File: src/rtl/bus_pkg.sv
// Shared types and helpers for the round-robin bus arbiter.
// Slave response codes, arbiter phase encoding, and the master-select width rule.
package bus_pkg;

    typedef enum logic [1:0] {
        RESP_OKAY  = 2'b00,
        RESP_ERROR = 2'b01,
        RESP_RETRY = 2'b10,
        RESP_SPLIT = 2'b11
    } resp_t;

    typedef enum logic [1:0] {
        ST_IDLE = 2'd0,
        ST_ADDR = 2'd1,
        ST_DATA = 2'd2
    } arb_state_t;

    // Width of the data-phase watchdog counter.
    localparam int WD_W = 8;

    // Width of a master index; at least one bit even for two masters.
    function automatic int sel_width(input int n);
        return (n > 2) ? $clog2(n) : 1;
    endfunction

endpackage

File: src/rtl/rr_pick.sv
// Combinational round-robin picker.
// Scans the requesters starting just after 'last' (wrapping modulo NUM_M) and
// returns the first one found as a one-hot vector and as an index.
module rr_pick
    import bus_pkg::*;
#(
    parameter int NUM_M = 2,
    parameter int MW    = sel_width(NUM_M)
) (
    input  logic [NUM_M-1:0] req,
    input  logic [MW-1:0]    last,
    output logic [NUM_M-1:0] onehot,
    output logic [MW-1:0]    idx,
    output logic             any
);

    // cand[k] is the master examined at search position k (k=0 is last+1).
    logic [MW-1:0] cand [NUM_M];

    for (genvar gi = 0; gi < NUM_M; gi++) begin : g_cand
        assign cand[gi] = MW'((32'(last) + 32'(gi) + 32'd1) % 32'(NUM_M));
    end

    // Priority scan: walking from the far end lets the earliest position win.
    always_comb begin
        any = 1'b0;
        idx = '0;
        for (int k = NUM_M - 1; k >= 0; k--) begin
            if (req[cand[k]]) begin
                any = 1'b1;
                idx = cand[k];
            end
        end
        onehot = any ? (NUM_M'(1) << idx) : '0;
    end

endmodule

File: src/rtl/bus_arbiter_rr.sv
// Round-robin arbiter/sequencer for a shared address/data bus.
// One master owns the bus per transfer: IDLE -> ADDR (1 cycle) -> DATA until
// ready. SPLIT parks the owner until the slave resumes it, RETRY rewinds the
// round-robin pointer so the owner wins again, ERROR pulses 'error'.
// Optional macro ARB_TIMEOUT_EN adds a DATA-phase watchdog that aborts the
// transfer after TIMEOUT cycles without ready and pulses 'timeout'.
module bus_arbiter_rr
    import bus_pkg::*;
#(
    parameter  int NUM_M   = 2,
    parameter  int TIMEOUT = 16,
    localparam int MW      = sel_width(NUM_M)
) (
    input  logic             clk,
    input  logic             rst,
    input  logic [NUM_M-1:0] busreq,
    input  logic             ready,
    input  logic [1:0]       response,
    input  logic [NUM_M-1:0] split_resume,
    output logic [NUM_M-1:0] grant,
    output logic [MW-1:0]    master_sel,
    output logic             bus_busy,
    output logic             error,
    output logic             timeout,
    output logic [NUM_M-1:0] split_mask
);

    if (NUM_M < 2 || NUM_M > 8 || TIMEOUT < 2 || TIMEOUT > 255) begin : g_param_check
        $error("bus_arbiter_rr: NUM_M must be 2..8 and TIMEOUT 2..255");
    end

    arb_state_t       state_reg;
    logic [NUM_M-1:0] grant_reg;
    logic [MW-1:0]    sel_reg;
    logic             busy_reg;
    logic             error_reg;
    logic [MW-1:0]    last_reg;
    logic [NUM_M-1:0] mask_reg;
    logic [NUM_M-1:0] mask_next;
    logic [NUM_M-1:0] split_set;
    logic [NUM_M-1:0] eligible;
    logic [NUM_M-1:0] pick_onehot;
    logic [MW-1:0]    pick_idx;
    logic             pick_any;
    logic [MW-1:0]    retry_last;
    logic             wd_expire;

    // Parked (split) masters are invisible to the picker.
    assign eligible = busreq & ~mask_reg;

    rr_pick #(
        .NUM_M (NUM_M),
        .MW    (MW)
    ) u_pick (
        .req    (eligible),
        .last   (last_reg),
        .onehot (pick_onehot),
        .idx    (pick_idx),
        .any    (pick_any)
    );

    // Pointer one behind the owner, so the next search starts at the owner.
    assign retry_last = (sel_reg == '0) ? MW'(NUM_M - 1) : sel_reg - 1'b1;

    // A SPLIT completion parks the owner; it is OR-ed in after resumes so set wins.
    assign split_set = (state_reg == ST_DATA && ready && resp_t'(response) == RESP_SPLIT)
                     ? (NUM_M'(1) << sel_reg) : '0;
    assign mask_next = (mask_reg & ~split_resume) | split_set;

`ifdef ARB_TIMEOUT_EN
    logic [WD_W-1:0] wd_cnt_reg;
    logic            timeout_reg;
    localparam logic [WD_W-1:0] WD_LAST = WD_W'(TIMEOUT - 1);

    // A stalled DATA phase expires on its TIMEOUT-th cycle; ready that cycle still wins.
    assign wd_expire = (state_reg == ST_DATA) && !ready && (wd_cnt_reg == WD_LAST);

    // Watchdog: cleared while in ADDR, counts DATA cycles without ready.
    always_ff @(posedge clk) begin
        if (!rst) begin
            wd_cnt_reg  <= '0;
            timeout_reg <= 1'b0;
        end else begin
            timeout_reg <= wd_expire;
            if (state_reg == ST_ADDR) begin
                wd_cnt_reg <= '0;
            end else if (state_reg == ST_DATA && !ready) begin
                wd_cnt_reg <= wd_cnt_reg + 1'b1;
            end
        end
    end

    assign timeout = timeout_reg;
`else
    assign wd_expire = 1'b0;
    assign timeout   = 1'b0;
`endif

    // Transfer sequencer with registered grant, select, busy and error outputs.
    always_ff @(posedge clk) begin
        if (!rst) begin
            state_reg <= ST_IDLE;
            grant_reg <= '0;
            sel_reg   <= '0;
            busy_reg  <= 1'b0;
            error_reg <= 1'b0;
            last_reg  <= MW'(NUM_M - 1);
        end else begin
            error_reg <= 1'b0;
            case (state_reg)
                ST_IDLE: begin
                    if (pick_any) begin
                        state_reg <= ST_ADDR;
                        grant_reg <= pick_onehot;
                        sel_reg   <= pick_idx;
                        busy_reg  <= 1'b1;
                    end
                end
                ST_ADDR: begin
                    state_reg <= ST_DATA;
                end
                ST_DATA: begin
                    if (ready) begin
                        state_reg <= ST_IDLE;
                        grant_reg <= '0;
                        busy_reg  <= 1'b0;
                        case (resp_t'(response))
                            RESP_OKAY:  last_reg <= sel_reg;
                            RESP_ERROR: begin
                                error_reg <= 1'b1;
                                last_reg  <= sel_reg;
                            end
                            RESP_RETRY: last_reg <= retry_last;
                            RESP_SPLIT: last_reg <= sel_reg;
                            default:    last_reg <= sel_reg;
                        endcase
                    end else if (wd_expire) begin
                        state_reg <= ST_IDLE;
                        grant_reg <= '0;
                        busy_reg  <= 1'b0;
                        error_reg <= 1'b1;
                        last_reg  <= sel_reg;
                    end
                end
                default: begin
                    state_reg <= ST_IDLE;
                    grant_reg <= '0;
                    busy_reg  <= 1'b0;
                end
            endcase
        end
    end

    // Split-parking mask: resumes clear bits in any state, a SPLIT sets the owner's bit.
    always_ff @(posedge clk) begin
        if (!rst) begin
            mask_reg <= '0;
        end else begin
            mask_reg <= mask_next;
        end
    end

    assign grant      = grant_reg;
    assign master_sel = sel_reg;
    assign bus_busy   = busy_reg;
    assign error      = error_reg;
    assign split_mask = mask_reg;

endmodule

File: config.mk
export PLATFORM = sky130hd
export DESIGN_NAME = bus_arbiter_rr
export DESIGN_NICKNAME = d
export VERILOG_FILES = /design/src/rtl/bus_pkg.sv /design/src/rtl/rr_pick.sv /design/src/rtl/bus_arbiter_rr.sv
export SDC_FILE = /design/constraint.sdc
export NUM_CORES = 1
export LEC_CHECK = 0
export CAP_MARGIN = 20
export CORE_AREA = 2 2 39 41
export CTS_CLUSTER_DIAMETER = 100
export DETAILED_ROUTE_END_ITERATION = 16
export DIE_AREA = 0 0 41 43
export GPL_ROUTABILITY_DRIVEN = 1
export GPL_TIMING_DRIVEN = 0
export PLACE_DENSITY = 0.72
export SLEW_MARGIN = 25
export SYNTH_ARGS = -nofsm -noshare
export SYNTH_HDL_FRONTEND = slang
export SYNTH_SLANG_ARGS = --single-unit
File: constraint.sdc
create_clock -name clk -period 2.24 [get_ports clk]
set_input_delay 0.448 -clock clk [delete_from_list [all_inputs] [get_ports clk]]
set_output_delay 0.448 -clock clk [all_outputs]
set_load 0.01 [all_outputs]
# After elaboration in Yosys (flattened, before gate mapping)
# Cells that the tools add are included.
# op_classes
shift	2
n_mux	20
addsub	3
n_lt_le_gt_ge	2
eq_ne	7
bitwise_logic	6
n_reduce_logical	10
# op_table
cell	n
1-bit 2-to-1 mux	12
2-bit case mux with 3 select lines	2
2-bit 2-to-1 mux	4
2-bit equality test (second input constant)	3
2-bit AND reduction	3
3-bit AND reduction	2
2-bit bitwise AND	2
2-bit by 1-bit equality test with 1-bit output (second input constant)	2
2-bit zero test	2
1-bit by 2-bit less-than comparator with 1-bit output (second input constant)	2
2-bit != test (second input constant)	2
2-bit inverter	2
1-bit by 1-bit left shift with 2-bit output (first input constant)	2
1-bit case mux with 3 select lines	1
3-bit OR reduction	1
1-bit adder (second input constant)	2
1-bit logical AND	2
2-bit OR	1
1-bit case mux with 2 select lines	1
1-bit inverter	1
1-bit subtractor (second input constant)	1
# word_totals
elab_cells	57
out_inout_bits	8
ff_bits	10

# Depth between registers and ports, before layout
# Gate-level depths: netlist of run 1.
# depth
depth_word	9
ltp_mapped	4
ltp_nobuf	3

# Cells and area by module
# Synthesis of run 1 repeated with hierarchy kept, for this count alone.
# hier_totals
hier_cells	55
area_unflattened_um2	493.0
# by_module_without_submodules
mod	instances	seq_area_each_um2	cells_each	area_each_um2
bus_arbiter_rr	1	200.2	50	460.4
rr_pick	1	0.0	5	32.5

# Worst setup path before layout of run 1
# Ideal clock, no wire load.
# synth_timing
path_kind	in2reg
from	input busreq[1]
to	register grant_reg[0] (netlist: grant[0])
slack_ns	1.019
stages	3
n_path_buf	0
arrival_time_ns	1.086
required_time_ns	2.105
setup_time_ns	0.135
path_cell_list	or4b_1 -> a21oi_2 -> a211oi_1
# synth_via
elab_chain_len	8
# synth_lines
item	line	text
start: declaration	bus_arbiter_rr.sv:16	input logic [NUM_M-1:0] busreq,
2-bit bitwise AND *	bus_arbiter_rr.sv:49	assign eligible = busreq & ~mask_reg;
1-bit 2-to-1 mux (not written as such) (2 in a row)	rr_pick.sv:29	if (req[cand[k]]) begin
1-bit 2-to-1 mux (2 in a row)	rr_pick.sv:29	
1-bit by 1-bit left shift with 2-bit output	rr_pick.sv:34	onehot = any ? (NUM_M'(1) << idx) : '0;
2-bit 2-to-1 mux	bus_arbiter_rr.sv:112	if (pick_any) begin
2-bit case mux with 3 select lines	bus_arbiter_rr.sv:110	case (state_reg)
end signal: assignment	bus_arbiter_rr.sv:114	grant_reg <= pick_onehot;
end: declaration	bus_arbiter_rr.sv:33	logic [NUM_M-1:0] grant_reg;
# Mark *: on every way between the ends. The rest lies on a longest branch, timed or not. The select of a mux whose other input is x is not followed.
# A chain may end at the register's enable or synchronous reset.

# Final worst setup path of run 1
# layout_timing
from	register sel_reg (netlist: master_sel)
to	output master_sel
# layout_rtl
item	line	text
start: declaration	bus_arbiter_rr.sv:34	logic [MW-1:0] sel_reg;
start signal: assignment	bus_arbiter_rr.sv:115	sel_reg <= pick_idx;
end: declaration	bus_arbiter_rr.sv:21	output logic [MW-1:0] master_sel,
# No word-level cell between the ends.

==> flow_summary.ini, run 1 <==
[finish]
finalInstanceArea_um2 = 606
drive_gt1_share_pct = 12.5
final_cell_mix = 14 x clkdlybuf4s50_1, 10 x dfxtp_1, 5 x nor2_1
layout_commonest_cell = clkdlybuf4s50_1
diodes = 0
final_util_pct = 43.8
fin_nets = 75
syn_to_final_growth_pct = 43.2

[clocking]
numCtsBuffers = 3
cts_setup_buffers = 0
clockRootBuffer = clkbuf_4
clock_sinks = 10
clkSlewWorstSetupHoldPaths_ns = 0.06
postCtsHoldBufs = 0
htree_levels = 1
cts_tree = done
cts.repair.resized = 0
cts_buffer_depth = 2
clk-insertion-delay-late_ns = 0.26

[drt]
routed_wl_um = 835
antenna_left = 0
via_count = 367
drt_first_iter_violations = 4
vias_per_cell = 4.59
first_pass_iters = 2
drc = 0
wl_per_cell_um = 10.4

[synth]
synthAdderAreaFrac_pct = 0
synth_area_um2 = 423
synth-compound-area-share_pct = 17.5
syn-num-nets = 56
synth_seq_cells = 10
syn-instance-count = 47
yosysTopAreaCell = dfxtp_1
synth_top_flop_cell = dfxtp_1
synth_area_leaders = dfxtp_1 47%, nor2_1 4.4%, o2bb2ai_1 4.1%
yosysWarnings = 0
yosysTopAreaCellShare_pct = 47.3
yosysSeqAreaShare_pct = 47.3
ys_types = 24
synth_edf_count = 0
yosys.area_share.simple_pct = 24.6
synth_top_family_by_area = simple AND/OR/NAND/NOR gates
avgSynthCellArea_um2 = 9.00
async_flop_share_pct = 0
synth_xor_area_share_pct = 2.07
synth_mux_area_share_pct = 2.37

[setup_path]
worst-path-stages = 1
crit_slowest_cell = clkdlybuf4s50_1
crit_family = buffers and inverters
required_ns = 1.79
cp-end-kind = output pin
regToRegSetupSlack_ns = 0.97
r2r_end = grant[0]$_SDFFE_PN0P_
critPathMaxFanout = 5
reg2regPathDepth = 3
slowest_delay_ns = 0.58
endpoint = master_sel
path_class = register to output pin
worstSetupStartpointType = register
crit_chain = clkdlybuf4s50_1
reg2reg_from = state_reg[1]$_SDFFE_PN0P_
path_buf_inv = 1
arrival_ns = 1.25
crit_path_start = master_sel$_SDFFE_PN0P_

[sta]
fin_crit_ns = 1.70
final_hold_viol_count = 0
fin_setup_tns_ns = 0
finalMaxSlewViolations = 0
layout_setup_ws_ns = 0.544
rsz0062_at_grt = no
skew_ns = 0.00416
fmax_mhz = 590
setup_viol = 0
fin_crit_sh_pct = 75.7

[die]
die_y_um = 43
die_area_um2 = 1760
die_w_um = 41
initial_core_util_pct = 30.6
row_count = 14
io_pins = 17
core_um2 = 1380

[place]
io_buffers = 14
place_area_um2 = 583
place_ws_ns = 0.482
routabilityCongestion = 0.677
dp_hpwl_um = 630

[run]
maxCapViolations = 0

[power]
p_total_uw = 386
peakVddDrop_v = 0.000252
power_density_nw_per_um2 = 637
p_leak_nw = 0.224

[outcome]
status = complete, no violations

[global_route]
grt_pass1_wl_mm = 1.32
grt_overflow = 0
antenna_found_initial = 0
first_global_vias = 318
grt_usage_pct = 12.0
grt_max_degree = 11

[worst_hold_path]
hold-path-cell-count = 2
hold_class = primary input to register
-- cell type report --
cell class	instances	area, um2
sequential	10	200
inverter	2	7.51
multi-input combinational	33	200
fill	149	778
tap	16	20.0
timing repair buffer	14	140
buffer	2	15.0
clock buffer	3	22.5
-- report_power, final --
group	switching (mW)	internal, mW
Combinational	0.0286	0.0405
Clock	0.0565	0.0618
Sequential	0.00928	0.189
Total	0.0943	0.292
-- per-stage QoR --
| step | hold WS, ns | cells |
|---|---|---|
| floorplan | 0.481 | 47 |
| global placement | 0.444 | 77 |
| detailed placement | 0.464 | 77 |
| CTS | 0.451 | 80 |
| global route | 0.455 | 80 |
| finish | 0.455 | 80 |
-- synth_stat cells, drive strengths merged, types with 2 or more instances --
library cell  number
nor2b              2
nand2              4
buf                2
nor2               5
o21ai              3
dfxtp             10
inv                2
a21oi              2
o2bb2ai            2
nand3              2
-- cell families after synthesis --
logic type             after synthesis
AND/OR/NAND/NOR                     19
XOR/XNOR                             1
AO/OA/AOI/OAI                       11
multiplexers                         1
buffers and inverters                4
other                                1
flip-flops                          10
-- per-layer routing --
layer  up-vias  global-route usage [%]  share of wire, %
li1        199                       -                 -
met4         0                    12.0               4.2
met1       153                    15.9                48
met3         4                    4.71               7.4
met2        11                    13.4                40
met5         -                       0                 0
-- how the worst min path moves through the flow --
| stage | start | to | slack, ns |
|---|---|---|---|
| 3_5_place_dp | grant[0]$_SDFFE_PN0P_ | grant[0]$_SDFFE_PN0P_ | 0.46 |
| 5_1_grt | rst | last_reg$_SDFFE_PN1P_ | 0.45 |
| 2_1_floorplan | bus_busy$_SDFFE_PN0P_ | bus_busy$_SDFFE_PN0P_ | 0.48 |
| 6_report | rst | last_reg$_SDFFE_PN1P_ | 0.46 |
| 4_1_cts | rst | last_reg$_SDFFE_PN1P_ | 0.45 |
| 3_3_place_gp | bus_busy$_SDFFE_PN0P_ | bus_busy$_SDFFE_PN0P_ | 0.44 |
No activity file was read; power rests on OpenSTA's default activity.
==> run 2: changes to the inputs <==
PLACE_DENSITY = 0.74   (was 0.72)
clock period = 1.4 ns   (was 2.24 ns; I/O delays follow)
==> run 2 against run 1 <==
  * Clock power is 130% higher
  * Hold slack worse by 0.18 ns
  * Critical path depth is 3 higher
  * Register-to-register slack worse by 0.84 ns
  * Count of clock-buffer cells in the layout is 1 higher
  * Cell count is 1.3% higher
  * Combinational power is 48% higher
  * Critical path type is now primary input to register
  * Critical endpoint is now master_sel$_SDFFE_PN0P_
  * Largest cell class unchanged
==> flow_summary.ini, run 2 (same netlist as run 1, synthesis figures left out) <==
[die]
die_y_um = 43
die_area_um2 = 1760
die_w_um = 41
core_um2 = 1380
initial_core_util_pct = 30.6
io_pins = 17
row_count = 14

[setup_path]
crit_chain = clkdlybuf4s50_1 > or4b_1 > a21oi_2 > o2bb2ai_1
worst-path-stages = 4
path_class = primary input to register
path_buf_inv = 1
arrival_ns = 1.50
crit_slowest_cell = clkdlybuf4s50_1
critPathMaxFanout = 3
worstSetupStartpointType = primary input
cp-end-kind = register
reg2regPathDepth = 3
required_ns = 1.60
crit_family = buffers and inverters
slowest_delay_ns = 0.46

[sta]
setup_viol = 0
finalMaxSlewViolations = 0
rsz0062_at_grt = no
final_hold_viol_count = 0
fin_crit_ns = 1.30
hold_ws_ns = 0.273
fmax_mhz = 768
fin_crit_sh_pct = 93.0
layout_setup_ws_ns = 0.0973
skew_ns = 0.00115

[finish]
fin_nets = 75
diodes = 0
drive_gt1_share_pct = 15.4
layout_commonest_cell = dfxtp_1
final_util_pct = 44.2
syn_to_final_growth_pct = 44.7
final_cell_mix = 9 x dfxtp_1, 7 x clkdlybuf4s50_1, 7 x dlygate4sd2_1

[drt]
wl_per_cell_um = 10.1
antenna_left = 0
drt_first_iter_violations = 1
first_pass_iters = 2
drc = 0
via_count = 385
vias_per_cell = 4.75
routed_wl_um = 822

[clocking]
cts_setup_buffers = 0
cts.repair.resized = 8
clk-insertion-delay-late_ns = 0.27
cts_tree = done
cts_buffer_depth = 2
htree_levels = 1
postCtsHoldBufs = 0
clockRootBuffer = clkbuf_4
clkSlewWorstSetupHoldPaths_ns = 0.07
numCtsBuffers = 3
clock_sinks = 10

[power]
p_total_uw = 687
p_leak_nw = 0.260
power_density_nw_per_um2 = 1120
peakVddDrop_v = 0.000403

[place]
place_ws_ns = -0.199
routabilityCongestion = 0.692
io_buffers = 14

[worst_hold_path]
hold-path-cell-count = 2
hold_class = primary input to register

[global_route]
antenna_found_initial = 0
grt_usage_pct = 12.2
grt_pass1_wl_mm = 1.44
grt_overflow = 0
grt_max_degree = 11
first_global_vias = 358

[run]
maxCapViolations = 0

[outcome]
status = complete, no violations
## run 2: metal layers
layer / share of wire, % / global-route usage [%] / up-vias
met1: 46 / 16.6 / 166
met2: 43 / 15.6 / 15
met5: 0 / 0 / -
met3: 8.2 / 4.19 / 3
li1: - / - / 201
met4: 3.0 / 8.00 / 0
## run 2: report_power, final
group / switching (mW) / leakage, nW / total, mW / internal, mW
clock: 0.109 / 0.0210 / 0.268 / 0.158
combinational: 0.0451 / 0.157 / 0.102 / 0.0568
sequential: 0.0142 / 0.0824 / 0.317 / 0.303
## run 2: final timing paths
kind / start / to / slack, ns
min reg2reg: bus_busy$_SDFFE_PN0P_ / bus_busy$_SDFFE_PN0P_ / 0.46
max reg2reg: state_reg[1]$_SDFFE_PN0P_ / master_sel$_SDFFE_PN0P_ / 0.13
max: busreq[1] / master_sel$_SDFFE_PN0P_ / 0.1
min: rst / last_reg$_SDFFE_PN1P_ / 0.27
## run 2: layout make-up
cell class	instances	area [um2]
Inverter	2	7.51
Clock buffer	4	36.3
Multi-Input combinational cell	33	200
Sequential cell	10	201
Tap cell	16	20.0
Buffer	2	15.0
Timing Repair Buffer	14	131
Fill cell	150	772
## run 2: per-stage QoR
stage / setup TNS [ns] / instance area (um2) / instances
after floorplan: 0 / 423 / 47
after global placement: -0.568 / 583 / 77
after detailed placement: -0.581 / 583 / 77
after CTS: 0 / 612 / 81
after global routing: 0 / 612 / 81
final: 0 / 612 / 81
==> run 3: changes to the inputs <==
CAP_MARGIN = not set   (was 20)
==> results of run 3 <==
Final layout, timing and power as in run 2 (identical DEF).
